### src/rtl/uart_pkg.sv
// uart_pkg: shared constants and state types for the buffered UART.
//   - register addresses (DATA, STATUS, DIV_LO, DIV_HI)
//   - STATUS bit positions
//   - TX / RX state enums (PARITY states exist only with UART_PARITY_EN)
package uart_pkg;

  localparam logic [1:0] UART_REG_DATA   = 2'd0;
  localparam logic [1:0] UART_REG_STATUS = 2'd1;
  localparam logic [1:0] UART_REG_DIV_LO = 2'd2;
  localparam logic [1:0] UART_REG_DIV_HI = 2'd3;

  localparam int ST_TX_FULL = 7;
  localparam int ST_RX_NE   = 6;
  localparam int ST_OVR     = 5;
  localparam int ST_FRM     = 4;
  localparam int ST_PAR     = 3;
  localparam int ST_BUSY    = 0;

  typedef enum logic [2:0] {
    TX_IDLE,
    TX_START,
    TX_DATA,
`ifdef UART_PARITY_EN
    TX_PARITY,
`endif
    TX_STOP
  } tx_state_e;

  typedef enum logic [2:0] {
    RX_IDLE,
    RX_START,
    RX_DATA,
`ifdef UART_PARITY_EN
    RX_PARITY,
`endif
    RX_STOP,
    RX_WAIT    // stop bit was low: hold off until the line returns high
  } rx_state_e;

endpackage

### src/rtl/uart_sync_fifo.sv
// uart_sync_fifo: power-of-two synchronous FIFO with first-word fall-through head.
// Ports:
//   i_clk, i_rst_n  clock, async active-low reset (pointers only)
//   i_push, i_din   write request / data (ignored when full unless popping)
//   i_pop           read request (ignored when empty)
//   o_full, o_empty status
//   o_head          current head entry (valid when !o_empty)
module uart_sync_fifo #(
  parameter int WIDTH = 8,
  parameter int DEPTH = 16
) (
  input  logic             i_clk,
  input  logic             i_rst_n,
  input  logic             i_push,
  input  logic [WIDTH-1:0] i_din,
  input  logic             i_pop,
  output logic             o_full,
  output logic             o_empty,
  output logic [WIDTH-1:0] o_head
);
  localparam int AW = $clog2(DEPTH);
  localparam logic [AW:0] ONE = 1;

  logic [WIDTH-1:0] r_mem [DEPTH];
  logic [AW:0]      r_wp, r_rp;   // extra MSB is the wrap bit
  logic             w_wr, w_rd;

  assign o_empty = (r_wp == r_rp);
  assign o_full  = (r_wp[AW-1:0] == r_rp[AW-1:0]) && (r_wp[AW] != r_rp[AW]);
  assign w_rd    = i_pop && !o_empty;
  // a pop in the same cycle frees the slot, so a full FIFO still accepts the push
  assign w_wr    = i_push && (!o_full || w_rd);
  assign o_head  = r_mem[r_rp[AW-1:0]];

  always_ff @(posedge i_clk) begin
    if (w_wr) r_mem[r_wp[AW-1:0]] <= i_din;
  end

  always_ff @(posedge i_clk or negedge i_rst_n) begin
    if (!i_rst_n) begin
      r_wp <= '0;
      r_rp <= '0;
    end else begin
      if (w_wr) r_wp <= r_wp + ONE;
      if (w_rd) r_rp <= r_rp + ONE;
    end
  end
endmodule

### src/rtl/uart_buffered.sv
// uart_buffered: 4-register bus UART with TX/RX FIFOs, 16-bit runtime divisor
// and sticky error flags. 8N1; define UART_PARITY_EN for 8E1.
// Ports:
//   clk, rst   clock, async active-low reset
//   addr       register select (DATA, STATUS, DIV_LO, DIV_HI)
//   dbw, we    write data / one-cycle write strobe
//   re         one-cycle read strobe (pops RX at DATA, clears flags at STATUS)
//   dbr        combinational read data
//   rx, tx     serial in (async) / registered serial out, idle high
module uart_buffered
  import uart_pkg::*;
#(
  parameter int CLK_HZ     = 1612800,
  parameter int BAUD       = 115200,
  parameter int FIFO_DEPTH = 16
) (
  input  logic       clk,
  input  logic       rst,
  input  logic [1:0] addr,
  input  logic [7:0] dbw,
  input  logic       we,
  input  logic       re,
  output logic [7:0] dbr,
  input  logic       rx,
  output logic       tx
);
  localparam logic [15:0] DIV_RST = 16'(CLK_HZ / BAUD - 1);

  logic [15:0] r_div;
  logic        w_txf_push, w_txf_pop, w_txf_full, w_txf_empty;
  logic        w_rxf_push, w_rxf_pop, w_rxf_full, w_rxf_empty;
  logic [7:0]  w_txf_head, w_rxf_head;

  // ---------------- bus registers ----------------
  always_ff @(posedge clk or negedge rst) begin
    if (!rst) r_div <= DIV_RST;
    else if (we) begin
      if (addr == UART_REG_DIV_LO) r_div[7:0]  <= dbw;
      if (addr == UART_REG_DIV_HI) r_div[15:8] <= dbw;
    end
  end

  assign w_txf_push = we && (addr == UART_REG_DATA);
  assign w_rxf_pop  = re && (addr == UART_REG_DATA);

  uart_sync_fifo #(.WIDTH(8), .DEPTH(FIFO_DEPTH)) u_tx_fifo (
    .i_clk(clk), .i_rst_n(rst), .i_push(w_txf_push), .i_din(dbw), .i_pop(w_txf_pop),
    .o_full(w_txf_full), .o_empty(w_txf_empty), .o_head(w_txf_head));

  // ---------------- transmitter ----------------
  tx_state_e   r_tx_st, w_tx_nxt;
  logic [15:0] r_tx_cnt, r_tx_div;
  logic [7:0]  r_tx_sh;
  logic [2:0]  r_tx_bit;
  logic        r_tx, w_tx_line, w_tx_done;
`ifdef UART_PARITY_EN
  logic        r_tx_par;
`endif

  assign w_tx_done = (r_tx_cnt == r_tx_div);

  always_comb begin
    w_tx_nxt  = r_tx_st;
    w_txf_pop = 1'b0;
    w_tx_line = 1'b1;
    case (r_tx_st)
      TX_IDLE: if (!w_txf_empty) begin
        w_tx_nxt  = TX_START;
        w_txf_pop = 1'b1;
      end
      TX_START: begin
        w_tx_line = 1'b0;
        if (w_tx_done) w_tx_nxt = TX_DATA;
      end
      TX_DATA: begin
        w_tx_line = r_tx_sh[0];
`ifdef UART_PARITY_EN
        if (w_tx_done && r_tx_bit == 3'd7) w_tx_nxt = TX_PARITY;
      end
      TX_PARITY: begin
        w_tx_line = r_tx_par;
        if (w_tx_done) w_tx_nxt = TX_STOP;
`else
        if (w_tx_done && r_tx_bit == 3'd7) w_tx_nxt = TX_STOP;
`endif
      end
      TX_STOP: if (w_tx_done) begin
        // chain straight into the next start bit when more data is queued
        if (!w_txf_empty) begin
          w_tx_nxt  = TX_START;
          w_txf_pop = 1'b1;
        end else begin
          w_tx_nxt  = TX_IDLE;
        end
      end
      default: w_tx_nxt = TX_IDLE;
    endcase
  end

  always_ff @(posedge clk or negedge rst) begin
    if (!rst) r_tx_st <= TX_IDLE;
    else      r_tx_st <= w_tx_nxt;
  end

  always_ff @(posedge clk or negedge rst) begin
    if (!rst) begin
      r_tx_cnt <= '0;
      r_tx_div <= '0;
      r_tx_sh  <= '0;
      r_tx_bit <= '0;
      r_tx     <= 1'b1;
`ifdef UART_PARITY_EN
      r_tx_par <= 1'b0;
`endif
    end else begin
      r_tx <= w_tx_line;
      if (w_txf_pop) begin
        // frame start: byte and divisor are frozen for the whole frame
        r_tx_sh  <= w_txf_head;
        r_tx_div <= r_div;
        r_tx_cnt <= '0;
        r_tx_bit <= '0;
`ifdef UART_PARITY_EN
        r_tx_par <= ^w_txf_head;
`endif
      end else if (r_tx_st != TX_IDLE) begin
        if (w_tx_done) begin
          r_tx_cnt <= '0;
          if (r_tx_st == TX_DATA) begin
            r_tx_sh  <= r_tx_sh >> 1;
            r_tx_bit <= r_tx_bit + 3'd1;
          end
        end else begin
          r_tx_cnt <= r_tx_cnt + 16'd1;
        end
      end
    end
  end

  assign tx = r_tx;

  // ---------------- receiver ----------------
  rx_state_e   r_rx_st, w_rx_nxt;
  logic        r_rx_s1, r_rx_s2;
  logic [15:0] r_rx_cnt, r_rx_div;
  logic [7:0]  r_rx_sh;
  logic [2:0]  r_rx_bit;
  logic        w_rx_half, w_rx_done, w_frm_set, w_ovr_set;
`ifdef UART_PARITY_EN
  logic        w_par_set;
`endif

  assign w_rx_half = (r_rx_cnt == (r_rx_div >> 1));
  assign w_rx_done = (r_rx_cnt == r_rx_div);

  always_comb begin
    w_rx_nxt   = r_rx_st;
    w_rxf_push = 1'b0;
    w_frm_set  = 1'b0;
`ifdef UART_PARITY_EN
    w_par_set  = 1'b0;
`endif
    case (r_rx_st)
      RX_IDLE:  if (!r_rx_s2) w_rx_nxt = RX_START;
      // mid start bit: a high line here means the edge was a glitch
      RX_START: if (w_rx_half) w_rx_nxt = r_rx_s2 ? RX_IDLE : RX_DATA;
`ifdef UART_PARITY_EN
      RX_DATA:  if (w_rx_done && r_rx_bit == 3'd7) w_rx_nxt = RX_PARITY;
      RX_PARITY: if (w_rx_done) begin
        w_rx_nxt  = RX_STOP;
        w_par_set = (r_rx_s2 != ^r_rx_sh);
      end
`else
      RX_DATA:  if (w_rx_done && r_rx_bit == 3'd7) w_rx_nxt = RX_STOP;
`endif
      RX_STOP: if (w_rx_done) begin
        w_rxf_push = 1'b1;
        if (r_rx_s2) w_rx_nxt = RX_IDLE;
        else begin
          w_frm_set = 1'b1;
          w_rx_nxt  = RX_WAIT;
        end
      end
      RX_WAIT: if (r_rx_s2) w_rx_nxt = RX_IDLE;
      default: w_rx_nxt = RX_IDLE;
    endcase
  end

  always_ff @(posedge clk or negedge rst) begin
    if (!rst) r_rx_st <= RX_IDLE;
    else      r_rx_st <= w_rx_nxt;
  end

  always_ff @(posedge clk or negedge rst) begin
    if (!rst) begin
      r_rx_s1  <= 1'b1;
      r_rx_s2  <= 1'b1;
      r_rx_cnt <= '0;
      r_rx_div <= '0;
      r_rx_sh  <= '0;
      r_rx_bit <= '0;
    end else begin
      r_rx_s1 <= rx;
      r_rx_s2 <= r_rx_s1;
      if (r_rx_st == RX_IDLE) begin
        // divisor tracks the register until a frame begins
        r_rx_cnt <= '0;
        r_rx_div <= r_div;
        r_rx_bit <= '0;
      end else if ((r_rx_st == RX_START && w_rx_half) || w_rx_done) begin
        r_rx_cnt <= '0;
      end else begin
        r_rx_cnt <= r_rx_cnt + 16'd1;
      end
      if (r_rx_st == RX_DATA && w_rx_done) begin
        r_rx_sh  <= {r_rx_s2, r_rx_sh[7:1]};
        r_rx_bit <= r_rx_bit + 3'd1;
      end
    end
  end

  uart_sync_fifo #(.WIDTH(8), .DEPTH(FIFO_DEPTH)) u_rx_fifo (
    .i_clk(clk), .i_rst_n(rst), .i_push(w_rxf_push), .i_din(r_rx_sh), .i_pop(w_rxf_pop),
    .o_full(w_rxf_full), .o_empty(w_rxf_empty), .o_head(w_rxf_head));

  // ---------------- sticky flags ----------------
  logic w_st_rd, r_ovr, r_frm;
`ifdef UART_PARITY_EN
  logic r_par;
`endif

  assign w_st_rd   = re && (addr == UART_REG_STATUS);
  assign w_ovr_set = w_rxf_push && w_rxf_full && !w_rxf_pop;

  // set wins over a same-cycle clear
  always_ff @(posedge clk or negedge rst) begin
    if (!rst) begin
      r_ovr <= 1'b0;
      r_frm <= 1'b0;
`ifdef UART_PARITY_EN
      r_par <= 1'b0;
`endif
    end else begin
      r_ovr <= (r_ovr && !w_st_rd) || w_ovr_set;
      r_frm <= (r_frm && !w_st_rd) || w_frm_set;
`ifdef UART_PARITY_EN
      r_par <= (r_par && !w_st_rd) || w_par_set;
`endif
    end
  end

  // ---------------- read mux ----------------
  logic [7:0] w_status;
  always_comb begin
    w_status             = 8'h00;
    w_status[ST_TX_FULL] = w_txf_full;
    w_status[ST_RX_NE]   = !w_rxf_empty;
    w_status[ST_OVR]     = r_ovr;
    w_status[ST_FRM]     = r_frm;
`ifdef UART_PARITY_EN
    w_status[ST_PAR]     = r_par;
`endif
    w_status[ST_BUSY]    = (r_tx_st != TX_IDLE);
  end

  always_comb begin
    dbr = 8'h00;
    case (addr)
      UART_REG_DATA:   dbr = w_rxf_empty ? 8'h00 : w_rxf_head;
      UART_REG_STATUS: dbr = w_status;
      UART_REG_DIV_LO: dbr = r_div[7:0];
      UART_REG_DIV_HI: dbr = r_div[15:8];
      default:         dbr = 8'h00;
    endcase
  end
endmodule

### config.mk
export PLATFORM = sky130hd
export DESIGN_NAME = uart_buffered
export DESIGN_NICKNAME = d
export VERILOG_FILES = /design/src/rtl/uart_pkg.sv /design/src/rtl/uart_sync_fifo.sv /design/src/rtl/uart_buffered.sv
export SDC_FILE = /design/constraint.sdc
export NUM_CORES = 1
export LEC_CHECK = 0
export ABC_CLOCK_PERIOD_IN_PS = 2950
export CAP_MARGIN = 15
export CORE_MARGIN = 2
export CORE_UTILIZATION = 50
export CTS_CLUSTER_SIZE = 20
export DETAILED_ROUTE_END_ITERATION = 10
export PLACE_DENSITY = 0.66
export SYNTH_ARGS = -nofsm -noshare
export SYNTH_HDL_FRONTEND = slang
export SYNTH_SLANG_ARGS = --single-unit
### constraint.sdc
create_clock -name clk -period 2.95 [get_ports clk]
set_input_delay 0.4425 -clock clk [delete_from_list [all_inputs] [get_ports clk]]
set_output_delay 0.4425 -clock clk [all_outputs]
set_load 0.05 [all_outputs]
==> metrics.yaml <==
pwr:
  clkPwrFrac_pct: 30.2
  p_total_mw: 17.1
  switchingPower_mw: 5.17
  p_sw_share_pct: 30.2
  power_density_nw_per_um2: 889
  p_comb_share_pct: 28.5
  irDropWorstVdd_mv: 0.434
  internal_power_mw: 12.0
  pwr-share-seq_pct: 41.2
  p_leak_nw: 7.31
clock_tree:
  numClockSinks: 388
  max-clock-path-buffers: 3
  numCtsBuffers: 41
  clock_latency_ns: 0.53
  cts-root-buf: "clkbuf_16"
  cts.clk_slew.worst_paths_ns: 0.06
  cts_tree: "yes"
  htreeDepth: 2
critical_path:
  timing.rr.start: "r_tx_cnt[11]"
  ff2ff_path_depth: 7
  cp-start-kind: "register"
  r2r-end: "r_tx_div[15]"
  worstPathArrival_ns: 2.62
  required_ns: 2.51
  regToRegSetupSlack_ns: 0.49
  path_max_fanout: 11
  end_kind: "primary output"
  crit_type: "register to primary output"
sta:
  worstMarginPinSlew_ns: 0.742
  skew_ns: 0.0208
  slew_headroom_pct: 50.2
  finalCritPeriodShare_pct: 104
  rsz0062_at_grt: "yes"
  setup_ws_ns: -0.110
  fin_tns_setup_ns: -0.521
  fmax_mhz: 327
  layout_min_cycle_time_ns: 3.06
  finalSetupViolCount: 7
  slew_viol_final: 0
  hold_viol_final: 0
cells_and_area:
  fin_nets: 1156
  nFillCells: 2480
  drive_gt1_share_pct: 26.5
  antenna_cells: 0
  design_area_um2: 19300
  layout-area-overhead-vs-synth_pct: 16.5
  fin_util_pct: 59.3
logic_synthesis:
  ys_seq_elements: 388
  syn_inst: 1029
  synth.distinct_cells: 60
  synthArstFlopShare_pct: 34.0
  syn_area_um2: 16500
  syn_nets: 1064
  yosysWarnings: 0
  synth_edf_count: 256
  seq_area_frac_synth_pct: 66.5
  synth_top_flop_cell: "edfxtp_1"
  syn_avg_cell_area_um2: 16.1
floorplanning:
  io-pin-count: 24
  die_h_um: 186
  core_um2: 32500
  fp.dieW_um: 186
  dieArea_um2: 34600
  fp-row-count: 66
  start_util_pct: 50.9
placement:
  place_congestion: 0.814
  place_area_um2: 17700
  numPortBuffers: 23
  hpwl_mm: 22.8
global_routing:
  grt_overflow_total: 0
  grt_pass1_vias: 9182
  antenna_found_initial: 0
  grt_pass1_wl_mm: 54.2
  track_usage_pct: 21.1
  grt_start_max_net_pins: 72
routing:
  via_per_inst: 5.50
  drc: 0
  drtIter0Drc: 670
  vias: 8778
  drt_wl_total_mm: 34.5
  wl_per_cell_um: 21.6
  firstDrtPassIters: 6
  ant_nets: 0
min_path:
  min_to: "r_rx_s1"
  hold_class: "primary input to register"
  min_from: "rx"
  hold_path_depth: 1
outcome:
  violations: "setup timing"
  status: "complete, but fails checks"
run:
  max-cap-violations: 0
==> worst max-delay path by stage <==
stage / end / depth (start not counted) / start
detailed placement: dbr[4] / 7 / u_rx_fifo.r_rp[0]
global placement: dbr[4] / 7 / u_rx_fifo.r_rp[0]
CTS: dbr[3] / 6 / u_rx_fifo.r_rp[0]
finish: dbr[3] / 6 / u_rx_fifo.r_rp[0]
global route: dbr[2] / 6 / u_rx_fifo.r_rp[0]
floorplan: u_rx_fifo.r_mem[3][0] / 8 / r_rx_cnt[11]
==> logic make-up after synthesis <==
group / count (synthesis) / share of synthesized area, %
flops: 388 / 66.5
buf+inv: 67 / 1.73
xor+xnor: 98 / 5.19
simple gates: 251 / 7.29
compound gates: 56 / 2.29
mux: 149 / 15.5
fa+ha+maj: 20 / 1.51
==> critical path: stages (launching register included) <==
cell and delay (ns):
dfrtp_2 0.39, buf_12 0.17, buf_12 0.13, mux4_2 0.51, mux4_2 0.49, a22o_1 0.24, buf_12 0.16
==> routing by layer <==
metal	global-route usage, %	up-vias	share of wire (%)
met5	0	-	0
met4	6.11	0	2.2
met3	3.40	41	3.7
met2	36.7	152	52
met1	27.4	4532	42
li1	-	4053	-
==> what timing repair did <==
item,CTS,global route
resized for setup,9,3
buffers inserted,8,0
cloned,1,0
pin swaps,1,2
hold buffers,1,0
endpoints found under the setup margin,8,8
endpoints found under the hold margin,67,0
==> synth_stat cells (all sizes together), types with 2 or more instances <==
| cell | number | share of area, % |
|---|---|---|
| a22o | 3 | 0.16 |
| mux4 | 78 | 11 |
| clkbuf | 29 | 0.66 |
| o32ai | 3 | 0.16 |
| a22oi | 3 | 0.14 |
| nand3 | 27 | 0.92 |
| or2 | 2 | 0.076 |
| nand3b | 2 | 0.091 |
| o22ai | 2 | 0.076 |
| nand2b | 5 | 0.19 |
| and3 | 9 | 0.34 |
| nor3 | 14 | 0.42 |
| and4 | 4 | 0.21 |
| a21oi | 9 | 0.29 |
| dfrtp | 126 | 19 |
| a211oi | 4 | 0.18 |
| nor2b | 6 | 0.23 |
| ha | 20 | 1.5 |
| dfstp | 6 | 0.95 |
| inv | 18 | 0.41 |
| o21ai | 19 | 0.60 |
| buf | 20 | 0.67 |
| nor2 | 66 | 1.5 |
| nand4 | 13 | 0.49 |
| o2111ai | 2 | 0.11 |
| mux2i | 7 | 0.42 |
| edfxtp | 256 | 46 |
| nand2 | 89 | 2.0 |
| xor2 | 52 | 2.8 |
| mux2 | 64 | 4.5 |
| nor4 | 10 | 0.58 |
| xnor2 | 46 | 2.4 |
==> cell type report <==
type                            instances  area, um2  share of cell area, %
Tap cell                              442        553                   2.87
Clock inverter                         20        199                   1.03
Sequential cell                       388      11000                   57.1
Multi-Input combinational cell        574       5290                   27.4
Inverter                               18       67.6                  0.350
Clock buffer                           55       1180                   6.13
Timing Repair Buffer                   98        988                   5.13
==> power by group through the flow <==
stage          combinational (mW)  clock [mW]  sequential (mW)
3_3_place_gp                 4.67           0             7.16
3_5_place_dp                 4.75           0             7.17
2_1_floorplan                3.64           0             6.87
4_1_cts                      5.02        5.30             7.07
6_report                     4.89        5.18             7.07
5_1_grt                      5.35        5.54             7.15
==> placed cells by master (no fill, tap or decap), types with 7 or more instances in the layout <==
cell,instances
inv_1,18
dfrtp_1,124
edfxtp_1,256
nor2_1,65
ha_1,20
and3_1,9
mux2_1,12
nor3_1,14
clkbuf_16,45
mux4_2,78
nand3_1,25
mux2_2,46
buf_4,62
o21ai_0,17
a21oi_1,8
clkdlybuf4s50_1,14
nand4_1,13
buf_12,14
mux2i_1,7
xnor2_1,46
nand2_1,85
xor2_1,52
clkbuf_1,7
==> registers in the layout, indices dropped and copies added (netlist names), 2 cells and up <==
register         count
u_rx_fifo.r_wp       5
r_rx_st              3
r_tx_bit             3
r_rx_bit             3
r_tx_sh              8
r_div               16
r_rx_sh              8
r_tx_st              2
u_tx_fifo.r_mem    128
r_tx_div            16
r_rx_cnt            16
u_tx_fifo.r_rp       5
u_tx_fifo.r_wp       5
u_rx_fifo.r_rp       5
r_rx_div            16
r_tx_cnt            16
u_rx_fifo.r_mem    128
==> stage by stage <==
stage / setup WS (ns) / hold slack, ns / instances
floorplan: 0.241 / 0.147 / 1029
global placement: 0.292 / 0.347 / 1511
detailed placement: 0.280 / 0.350 / 1511
CTS: -0.121 / 0.316 / 1596
global route: -0.182 / 0.321 / 1595
finish: -0.110 / 0.336 / 1595
Note: power is estimated with default switching activity, not from simulation.
